<file path="src/rtl/risc_v_mike_pkg.sv">
// Shared definitions for the risc_v_mike GPIO controller: register offsets,
// window geometry and the bus request payload.
package risc_v_mike_pkg;

    localparam int unsigned GPIO_PORT_STRIDE = 32'h20;
    localparam int unsigned GPIO_WIN_BITS    = 8;
    localparam int unsigned GPIO_REG_BITS    = $clog2(GPIO_PORT_STRIDE);
    localparam int unsigned GPIO_PIDX_BITS   = GPIO_WIN_BITS - GPIO_REG_BITS;
    localparam int unsigned GPIO_BUS_W       = 32;

    typedef enum logic [GPIO_REG_BITS-1:0] {
        GPIO_OUT       = 5'h00,
        GPIO_DIR       = 5'h04,
        GPIO_IN        = 5'h08,
        GPIO_IRQ_EN    = 5'h0C,
        GPIO_EDGE_STAT = 5'h10
    } gpio_reg_e;

    typedef struct packed {
        logic                  req;
        logic                  we;
        logic [GPIO_BUS_W-1:0] addr;
        logic [GPIO_BUS_W-1:0] wdata;
    } gpio_bus_t;

endpackage

</file>
<file path="src/rtl/risc_v_mike_gpio_port.sv">
// One GPIO port: OUT/DIR/IRQ_EN registers, 2-flop input synchroniser,
// rising-edge capture with W1C status. Optional filter: GPIO_DEBOUNCE_EN.
module risc_v_mike_gpio_port
    import risc_v_mike_pkg::*;
#(
    parameter int unsigned PORT_WIDTH      = 8,
    parameter int unsigned DEBOUNCE_CYCLES = 16
) (
    input  logic                  clk,
    input  logic                  rst,
    input  logic                  i_wr_out,
    input  logic                  i_wr_dir,
    input  logic                  i_wr_irq_en,
    input  logic                  i_wr_clr,
    input  logic [PORT_WIDTH-1:0] i_wdata,
    input  logic                  i_armed,
    input  logic [PORT_WIDTH-1:0] i_pad,
    output logic [PORT_WIDTH-1:0] o_out,
    output logic [PORT_WIDTH-1:0] o_dir,
    output logic [PORT_WIDTH-1:0] o_in,
    output logic [PORT_WIDTH-1:0] o_irq_en,
    output logic [PORT_WIDTH-1:0] o_edge_stat,
    output logic                  o_irq_c
);

    if (DEBOUNCE_CYCLES < 2) begin : g_param_err
        $error("risc_v_mike_gpio_port: DEBOUNCE_CYCLES must be >= 2");
    end

    logic [PORT_WIDTH-1:0] r_out;
    logic [PORT_WIDTH-1:0] r_dir;
    logic [PORT_WIDTH-1:0] r_irq_en;
    logic [PORT_WIDTH-1:0] r_edge;
    logic [PORT_WIDTH-1:0] r_sync1;
    logic [PORT_WIDTH-1:0] r_sync2;
    logic [PORT_WIDTH-1:0] r_prev;
    logic [PORT_WIDTH-1:0] w_in;
    logic [PORT_WIDTH-1:0] w_rise;
    logic [PORT_WIDTH-1:0] w_clr;

`ifdef GPIO_DEBOUNCE_EN
    localparam int unsigned CNT_W = $clog2(DEBOUNCE_CYCLES);

    logic [PORT_WIDTH-1:0] r_filt;
    logic [CNT_W-1:0]      r_db_cnt [PORT_WIDTH];

    // Filtered value follows sync2 only after it has disagreed for DEBOUNCE_CYCLES in a row
    always_ff @(posedge clk) begin
        for (int unsigned i = 0; i < PORT_WIDTH; i++) begin
            if (rst) begin
                r_filt[i]   <= 1'b0;
                r_db_cnt[i] <= '0;
            end else if (r_sync2[i] != r_filt[i]) begin
                if (r_db_cnt[i] == CNT_W'(DEBOUNCE_CYCLES - 1)) begin
                    r_filt[i]   <= r_sync2[i];
                    r_db_cnt[i] <= '0;
                end else begin
                    r_db_cnt[i] <= r_db_cnt[i] + CNT_W'(1);
                end
            end else begin
                r_db_cnt[i] <= '0;
            end
        end
    end

    assign w_in = r_filt;
`else
    assign w_in = r_sync2;
`endif

    assign w_rise = w_in & ~r_prev & {PORT_WIDTH{i_armed}};
    assign w_clr  = i_wr_clr ? i_wdata : '0;

    always_ff @(posedge clk) begin
        if (rst) begin
            r_out    <= '0;
            r_dir    <= '0;
            r_irq_en <= '0;
            r_edge   <= '0;
            r_sync1  <= '0;
            r_sync2  <= '0;
            r_prev   <= '0;
        end else begin
            if (i_wr_out)    r_out    <= i_wdata;
            if (i_wr_dir)    r_dir    <= i_wdata;
            if (i_wr_irq_en) r_irq_en <= i_wdata;
            // A new edge in the same cycle as a clear keeps the bit set
            r_edge  <= (r_edge & ~w_clr) | w_rise;
            r_sync1 <= i_pad;
            r_sync2 <= r_sync1;
            r_prev  <= w_in;
        end
    end

    assign o_out       = r_out;
    assign o_dir       = r_dir;
    assign o_in        = w_in;
    assign o_irq_en    = r_irq_en;
    assign o_edge_stat = r_edge;
    assign o_irq_c     = |(r_edge & r_irq_en);

endmodule

</file>
<file path="src/rtl/risc_v_mike_gpio_ctrl.sv">
// Memory-mapped multi-port GPIO controller: address decode, registered read
// mux, interrupt OR and post-reset edge arming. Optional filter: GPIO_DEBOUNCE_EN.
module risc_v_mike_gpio_ctrl
    import risc_v_mike_pkg::*;
#(
    parameter int unsigned NUM_PORTS       = 2,
    parameter int unsigned PORT_WIDTH      = 8,
    parameter logic [31:0] BASE_ADDR       = 32'h0000_1000,
    parameter int unsigned DEBOUNCE_CYCLES = 16
) (
    input  logic                            clk,
    input  logic                            rst,
    input  logic                            bus_req,
    input  logic                            bus_we,
    input  logic [31:0]                     bus_addr,
    input  logic [31:0]                     bus_wdata,
    output logic [31:0]                     bus_rdata,
    output logic                            bus_rvalid,
    input  logic [NUM_PORTS*PORT_WIDTH-1:0] gpio_port_in,
    output logic [NUM_PORTS*PORT_WIDTH-1:0] gpio_port_out,
    output logic [NUM_PORTS*PORT_WIDTH-1:0] gpio_port_oe,
    output logic                            irq
);

    localparam int unsigned PW = PORT_WIDTH;

    if (NUM_PORTS < 1 || NUM_PORTS > 8 || PORT_WIDTH < 1 || PORT_WIDTH > 32 ||
        BASE_ADDR[GPIO_WIN_BITS-1:0] != '0) begin : g_param_err
        $error("risc_v_mike_gpio_ctrl: parameter out of range");
    end

    gpio_bus_t                 w_bus;
    logic                      w_sel;
    logic                      w_wr_hit;
    logic                      w_rd_hit;
    logic [GPIO_PIDX_BITS-1:0] w_pidx;
    logic [GPIO_REG_BITS-1:0]  w_roff;
    logic [PW-1:0]             w_wdata;
    logic [NUM_PORTS-1:0]      w_wr_out;
    logic [NUM_PORTS-1:0]      w_wr_dir;
    logic [NUM_PORTS-1:0]      w_wr_irq_en;
    logic [NUM_PORTS-1:0]      w_wr_clr;
    logic [NUM_PORTS-1:0]      w_irq_src;
    logic [PW-1:0]             w_in        [NUM_PORTS];
    logic [PW-1:0]             w_irq_en    [NUM_PORTS];
    logic [PW-1:0]             w_edge_stat [NUM_PORTS];
    logic [31:0]               w_rd_data;
    logic                      w_armed;
    logic                      w_unused_bits;

    logic [31:0] r_rdata;
    logic        r_rvalid;
    logic        r_irq;
    logic [1:0]  r_arm_cnt;

    assign w_bus = '{req: bus_req, we: bus_we, addr: bus_addr, wdata: bus_wdata};

    // Word offset within a port; byte-lane bits are dropped
    assign w_sel    = w_bus.req && (w_bus.addr[31:GPIO_WIN_BITS] == BASE_ADDR[31:GPIO_WIN_BITS]);
    assign w_wr_hit = w_sel && w_bus.we;
    assign w_rd_hit = w_sel && !w_bus.we;
    assign w_pidx   = w_bus.addr[GPIO_WIN_BITS-1:GPIO_REG_BITS];
    assign w_roff   = {w_bus.addr[GPIO_REG_BITS-1:2], 2'b00};
    assign w_wdata  = w_bus.wdata[PW-1:0];
    assign w_armed  = (r_arm_cnt == 2'd3);

    assign w_unused_bits = ^{w_bus.addr[1:0], w_bus.wdata};

    always_comb begin
        w_wr_out    = '0;
        w_wr_dir    = '0;
        w_wr_irq_en = '0;
        w_wr_clr    = '0;
        for (int unsigned p = 0; p < NUM_PORTS; p++) begin
            if (w_wr_hit && (w_pidx == GPIO_PIDX_BITS'(p))) begin
                case (w_roff)
                    GPIO_OUT:       w_wr_out[p]    = 1'b1;
                    GPIO_DIR:       w_wr_dir[p]    = 1'b1;
                    GPIO_IRQ_EN:    w_wr_irq_en[p] = 1'b1;
                    GPIO_EDGE_STAT: w_wr_clr[p]    = 1'b1;
                    default:        ;
                endcase
            end
        end
    end

    // Unmapped offsets and absent ports fall through to zero
    always_comb begin
        w_rd_data = '0;
        for (int unsigned p = 0; p < NUM_PORTS; p++) begin
            if (w_pidx == GPIO_PIDX_BITS'(p)) begin
                case (w_roff)
                    GPIO_OUT:       w_rd_data = 32'(gpio_port_out[p*PW +: PW]);
                    GPIO_DIR:       w_rd_data = 32'(gpio_port_oe[p*PW +: PW]);
                    GPIO_IN:        w_rd_data = 32'(w_in[p]);
                    GPIO_IRQ_EN:    w_rd_data = 32'(w_irq_en[p]);
                    GPIO_EDGE_STAT: w_rd_data = 32'(w_edge_stat[p]);
                    default:        w_rd_data = '0;
                endcase
            end
        end
    end

    for (genvar p = 0; p < NUM_PORTS; p++) begin : g_port
        risc_v_mike_gpio_port #(
            .PORT_WIDTH      (PORT_WIDTH),
            .DEBOUNCE_CYCLES (DEBOUNCE_CYCLES)
        ) u_port (
            .clk         (clk),
            .rst         (rst),
            .i_wr_out    (w_wr_out[p]),
            .i_wr_dir    (w_wr_dir[p]),
            .i_wr_irq_en (w_wr_irq_en[p]),
            .i_wr_clr    (w_wr_clr[p]),
            .i_wdata     (w_wdata),
            .i_armed     (w_armed),
            .i_pad       (gpio_port_in[p*PW +: PW]),
            .o_out       (gpio_port_out[p*PW +: PW]),
            .o_dir       (gpio_port_oe[p*PW +: PW]),
            .o_in        (w_in[p]),
            .o_irq_en    (w_irq_en[p]),
            .o_edge_stat (w_edge_stat[p]),
            .o_irq_c     (w_irq_src[p])
        );
    end

    // Arming counter holds off edge capture while the input pipeline refills
    always_ff @(posedge clk) begin
        if (rst) begin
            r_rdata   <= '0;
            r_rvalid  <= 1'b0;
            r_irq     <= 1'b0;
            r_arm_cnt <= 2'd0;
        end else begin
            r_rvalid <= w_rd_hit;
            if (w_rd_hit) r_rdata <= w_rd_data;
            r_irq <= |w_irq_src;
            if (!w_armed) r_arm_cnt <= r_arm_cnt + 2'd1;
        end
    end

    assign bus_rdata  = r_rdata;
    assign bus_rvalid = r_rvalid;
    assign irq        = r_irq;

endmodule

</file>
<file path="config.mk">
export PLATFORM = sky130hd
export DESIGN_NAME = risc_v_mike_gpio_ctrl
export DESIGN_NICKNAME = d
export VERILOG_FILES = /design/src/rtl/risc_v_mike_pkg.sv /design/src/rtl/risc_v_mike_gpio_port.sv /design/src/rtl/risc_v_mike_gpio_ctrl.sv
export SDC_FILE = /design/constraint.sdc
export NUM_CORES = 1
export LEC_CHECK = 0
export CAP_MARGIN = 25
export CORE_UTILIZATION = 52
export CTS_CLUSTER_SIZE = 30
export DETAILED_ROUTE_END_ITERATION = 6
export GPL_TIMING_DRIVEN = 0
export PLACE_DENSITY = 0.9
export SLEW_MARGIN = 20
export SYNTH_ARGS = -nofsm -noshare
export SYNTH_HDL_FRONTEND = slang
export SYNTH_SLANG_ARGS = --single-unit
</file>
<file path="constraint.sdc">
create_clock -name clk -period 4.3 [get_ports clk]
set_input_delay 0.43 -clock clk [delete_from_list [all_inputs] [get_ports clk]]
set_output_delay 0.43 -clock clk [all_outputs]
set_load 0.05 [all_outputs]
</file>
==> results of run 1 <==
==> area by class of cell <==
type	instances	area (um^2)
fill	749	2779
multi-input combinational	369	2554
sequential	124	2482
timing repair buffer	88	880.8
clock buffer	20	455.4
buffer	69	454.2
tap	133	166.4
clock inverter	12	137.6
==> critical path, cell delays in order <==
cell and delay [ps]:
clkdlybuf4s50_1 460, nor3_2 740, nand2_2 170, nor4_4 750, mux2i_1 270, nor2_1 50
==> per-layer routing <==
| metal | vias to the layer above | global-route usage | part of all wire | wire [um] |
|---|---|---|---|---|
| met5 | - | 0 | 0 | 0 |
| met4 | 0 | 0.1184 | 0.027 | 429 |
| met3 | 45 | 0.08459 | 0.093 | 1505 |
| met2 | 279 | 0.5048 | 0.49 | 7820 |
| met1 | 2262 | 0.3657 | 0.39 | 6357 |
| li1 | 2127 | - | - | - |
==> cells in the final DEF (no fill, tap or decap), types with 3 or more instances in the layout <==
cell type	n
dfxtp_1	124
clkdlybuf4s50_1	88
mux2i_1	53
nor2_1	52
nor2b_1	52
a22oi_1	38
buf_4	24
conb_1	24
clkbuf_1	22
nand3_1	20
o22ai_1	20
a21oi_1	17
nand3b_1	16
o21ai_0	16
clkbuf_16	16
mux2_2	12
nand2b_1	9
clkbuf_4	6
buf_6	5
nor4_4	5
buf_2	5
clkbuf_8	5
clkinvlp_4	5
o221ai_1	4
or4_1	3
nand2_1	3
a22o_1	3
a221oi_1	3
==> final timing paths <==
kind                            slack [ps]                   startpoint  cells after the start                              end
worst max-delay path                  1810                  bus_addr[7]                      6     g_port[0].u_port.o_irq_en[2]
worst min-delay path                   270                 bus_wdata[1]                      3        g_port[0].u_port.o_out[1]
worst max register to register        2510                 r_arm_cnt[0]                      5  g_port[0].u_port.o_edge_stat[2]
worst min register to register         430  g_port[0].u_port.r_sync1[7]                      1         g_port[0].u_port.o_in[7]
==> power by group <==
part	leakage [nW]	total (mW)	switching, mW	internal [mW]
Clock	0.276	1.41	0.533	0.874
Combinational	1.45	0.258	0.156	0.102
Sequential	1.01	1.19	0.0124	1.17
==> logic make-up (layout without fill, tap and decap cells) <==
kind of cell | count (synthesis) | in the layout | synth area share
xor gates and xnor gates | 1 | 1 | 0.001621
other | 1 | 24 | 0.0006939
and+or+nand+nor | 176 | 176 | 0.2049
AOI/OAI and AO/OA | 102 | 102 | 0.1239
adders and majority gates | 1 | 1 | 0.002315
muxes | 65 | 65 | 0.1232
buffers and inverters | 69 | 189 | 0.08404
DFF | 124 | 124 | 0.4594
==> sequential cells by signal, indices dropped and copies added, names as in the netlist <==
name	count
bus_rdata	8
g_port.u_port.o_edge_stat	16
g_port.u_port.o_in	16
g_port.u_port.o_out	16
r_arm_cnt	2
g_port.u_port.r_prev	16
g_port.u_port.r_sync1	16
bus_rvalid	1
g_port.u_port.o_dir	16
g_port.u_port.o_irq_en	16
irq	1
==> per-stage QoR <==
step | hold slack (ps) | power [mW] | area, um^2 | worst slack [ps]
after floorplan | 413.8 | 1.372 | 5490 | 2293
after global placement | 415.3 | 1.457 | 6538 | 1353
after detailed placement | 420.4 | 1.463 | 6538 | 1327
after CTS | 249.1 | 2.850 | 7131 | 1833
after global routing | 272.8 | 2.928 | 7131 | 1774
final | 265.5 | 2.851 | 7131 | 1810
==> run_results.csv, run 1 <==
group,metric,value,unit
status,status,"finished, violations left",
status,violations,"DRC",
routing,ant_nets,0,
power,powerDensity,399.9,mW/mm^2
power,p_leak,2.737,nW
synthesis,synth_area_leaders,"dfxtp_1 (46%), mux2i_1 (9.8%), nor2b_1 (6.0%)",
synthesis,avgSynthCellArea,10.03,um^2
layout,syn2layout_area_growth,31.95,%
critical_path,crit_fanout,8,
cts,cts_num_sinks,124,
grt,grt_overflow,0,
timing,post-route-min-period,2490,ps
place,io_buffers,88,
synthesis,ys_seq_area_frac,0.4594,
cts,worstSkewPairLatency,530,ps
cts,cts_setup_buffers,0,
floorplan,die_area,0.01080,mm^2
critical_path,startpoint_type,"primary input",
timing,setup_tns,0,ps
floorplan,core-area,0.009910,mm^2
timing,post-route-period-util,0.5790,
timing,drv_slew,0,
layout,layout-drive-gt1-share,0.1525,
routing,drt_iter0_markers,445,
grt,grt_usage,0.3015,
synthesis,netlist_top_cells_count,"dfxtp_1 (124), mux2i_1 (53), nor2_1 (52), nor2b_1 (52), a22oi_1 (38)",
routing,vias,4713,
synthesis,ys.flop_type,"dfxtp_1",
timing,max_freq,0.4016,GHz
place,gp_congestion,0.9324,
floorplan,die_w,103.9,um
place,dp_cells,783,
critical_path,endpoint_kind,"register",
synthesis,synth.most_common_cell,"dfxtp_1",
min_path,hp-class,"primary input to register",
synthesis,synth_top_area_share,0.4594,
critical_path,required,4690,ps
timing,finalHoldViolations,0,
layout,fin_cells,815,
grt,grt_antenna_before_repair,0,
timing,finClkSkew,8.565,ps
routing,routed_wirelength,16110,um
power,peakVddDrop,0.2988,mV
layout,fin_nets,754,
synthesis,yosysUniqueCellTypes,47,
synthesis,synth_top_area_cell,"dfxtp_1",
run,drv_cap,0,
synthesis,syn-instance-count,539,
synthesis,yosys_warnings,0,
timing,rsz0062_at_grt,"no",
cts,clock_path_buffers,2,
cts,cts_tree,"built",
routing,vias_per_cell,5.783,
cts,ctsResizeCount,0,
cts,cts_buffers,17,
synthesis,ys_async_sr_fraction,0,
layout,final_core_util,0.7196,
routing,post_drt_wl_per_cell,19.77,um
timing,setup_violations,0,
routing,drtPass1Iterations,7,
cts,hold_buffers,0,
synthesis,synth_edf_count,0,
timing,worst_slew_pin_slew,867.4,ps
grt,grt_pass1_vias,4545,
layout,antenna_cells,0,
grt,grt_pass1_wl,24730,um
synthesis,ys_ff_latch,124,
critical_path,critical_path_class,"primary input to register",
cts,htree_levels,4,
routing,route.detailed.drc,4,
place,place_hpwl,11250,um
cts,root_buffer,"clkbuf_8",
floorplan,num_rows,36,
synthesis,syn_area,0.005404,mm^2
floorplan,die_y,103.9,um
timing,maxSlewHeadroom,0.4186,
cts,path_clk_slew,60,ps
grt,grt_max_degree,17,
critical_path,arrival,2880,ps
floorplan,io_pins,150,
floorplan,initial_utilization,0.5453,
Note: power is estimated with default switching activity, not from simulation.
==> inputs of run 2 (changes only) <==
CORE_UTILIZATION = 48   (was 52)
PLACE_DENSITY = 0.84   (was 0.9)
clock period = 2.5 ns   (was 4.3 ns; I/O delays follow)
==> run 2 against run 1 <==
  * The run now ends clean
  * Setup slack worse by 1800 ps
  * First-iteration DRC count decreased by 18%
  * Clock skew up 1.2 ps
  * Hold slack lost 170 ps
  * Sequential power grew 71%
  * Highest routed layer unchanged
==> run_results.csv, run 2 (synthesized netlist as in run 1, its figures left out) <==
group,metric,value,unit
status,status,"completed",
routing,route.detailed.drc,0,
cts,cts_num_sinks,124,
timing,finClkSkew,9.772,ps
layout,layout_commonest_cell,"dfxtp_1",
power,p_leak,2.745,nW
critical_path,crit_fanout,10,
routing,post_drt_wl_per_cell,19.74,um
critical_path,crit_slowest_cell,"clkdlybuf4s50_1",
min_path,hold_depth,3,
place,place_hpwl,11420,um
layout,layout-drive-gt1-share,0.1496,
routing,vias,4678,
cts,cts_buffers,17,
grt,grt_usage,0.2842,
floorplan,num_rows,38,
floorplan,die_area,0.01169,mm^2
grt,grt_antenna_before_repair,0,
timing,post-route-min-period,2476,ps
layout,fin_cells,822,
layout,antenna_cells,0,
layout,nFillCells,874,
timing,drv_slew,0,
timing,max_freq,0.4039,GHz
cts,ctsResizeCount,0,
critical_path,arrival,2930,ps
timing,worst_slew_pin_slew,924.2,ps
timing,maxSlewHeadroom,0.3792,
critical_path,crit_buf_inv,3,
cts,cts_setup_buffers,0,
timing,setup_violations,0,
critical_path,critical_path_class,"primary input to register",
routing,vias_per_cell,5.691,
critical_path,r2r_slack,730,ps
floorplan,initial_utilization,0.4963,
cts,path_clk_slew,60,ps
layout,final_core_util,0.6553,
layout,syn2layout_area_growth,32.02,%
min_path,hp-class,"primary input to register",
routing,drt_iter0_markers,367,
power,peakVddDrop,0.4689,mV
floorplan,die_y,108.1,um
floorplan,core-area,0.01089,mm^2
layout,fin_nets,754,
critical_path,cpLargestDelayFamily,"buffers and inverters",
critical_path,r2r_cells,5,
grt,grt_pass1_wl,24420,um
routing,drtPass1Iterations,6,
grt,grt_overflow,0,
place,dp_slack,-309.8,ps
place,io_buffers,88,
cts,root_buffer,"clkbuf_8",
place,dp_cells,790,
timing,rsz0062_at_grt,"no",
routing,ant_nets,0,
grt,grt_max_degree,17,
power,powerDensity,688.0,mW/mm^2
grt,grt_pass1_vias,4590,
run,drv_cap,0,
power,power,4.909,mW
timing,setup_ws,24.41,ps
critical_path,startpoint_type,"primary input",
cts,clock_path_buffers,2,
critical_path,required,2950,ps
cts,hold_buffers,0,
critical_path,endpoint_kind,"register",
critical_path,path_cells,"clkdlybuf4s50_1 -> clkbuf_1 -> buf_1 -> a22oi_1 -> o22ai_1 -> a22oi_1 -> o22ai_1",
floorplan,die_w,108.1,um
place,gp_congestion,0.9396,
routing,routed_wirelength,16230,um
cts,cts_tree,"built",
layout,final_cell_mix,"dfxtp_1 (124), clkdlybuf4s50_1 (88), mux2i_1 (53)",
floorplan,io_pins,150,
timing,post-route-period-util,0.9902,
critical_path,crit_path_max_incr_delay,710,ps
critical_path,worst-path-stages,7,
cts,htree_levels,4,
timing,finalHoldViolations,0,
cts,worstSkewPairLatency,520,ps
## run 2: worst min-delay path, cell delays in order
cell,delay (ps)
clkbuf_4,170
mux2i_1,80
nor2_1,80
## run 2: metrics by stage
step	hold WS [ps]	cell area (um^2)	setup TNS [ps]
2_1_floorplan	378.2	5490	0
3_3_place_gp	414.1	6546	-9248
3_5_place_dp	420.4	6546	-11090
4_1_cts	73.60	7134	0
5_1_grt	92.10	7134	0
6_report	92.73	7134	0
## run 2: cell type report
class,instances,area (um^2),area share
Buffer,69,454.2,0.06366
Timing Repair Buffer,88,880.8,0.1235
Tap cell,140,175.2,0.02455
Multi-Input combinational cell,369,2554,0.3579
Clock inverter,9,111.4,0.01561
Sequential cell,124,2482,0.3479
Clock buffer,23,476.7,0.06682
## run 2: worst paths after layout
kind / from / to
setup / recovery: bus_addr[3] / bus_rdata[5]
hold / removal: bus_wdata[0] / g_port[0].u_port.o_out[0]
setup reg to reg: r_arm_cnt[0] / g_port[0].u_port.o_edge_stat[2]
hold reg to reg: g_port[1].u_port.r_sync1[3] / g_port[1].u_port.o_in[3]
## run 2: metal layers
metal,global-route usage,vias up,part of all wire
met4,0.1292,0,0.034
met3,0.07896,53,0.094
li1,-,2135,-
met2,0.4691,286,0.47
met5,0,-,0
met1,0.3428,2204,0.40
## run 2: where the power goes
group	internal [mW]	switching [mW]	leakage, nW	total [mW]
Sequential	2.02	0.0214	1.01	2.04
Combinational	0.176	0.272	1.45	0.448
Clock	1.53	0.893	0.284	2.42
Total	3.72	1.19	2.75	4.91
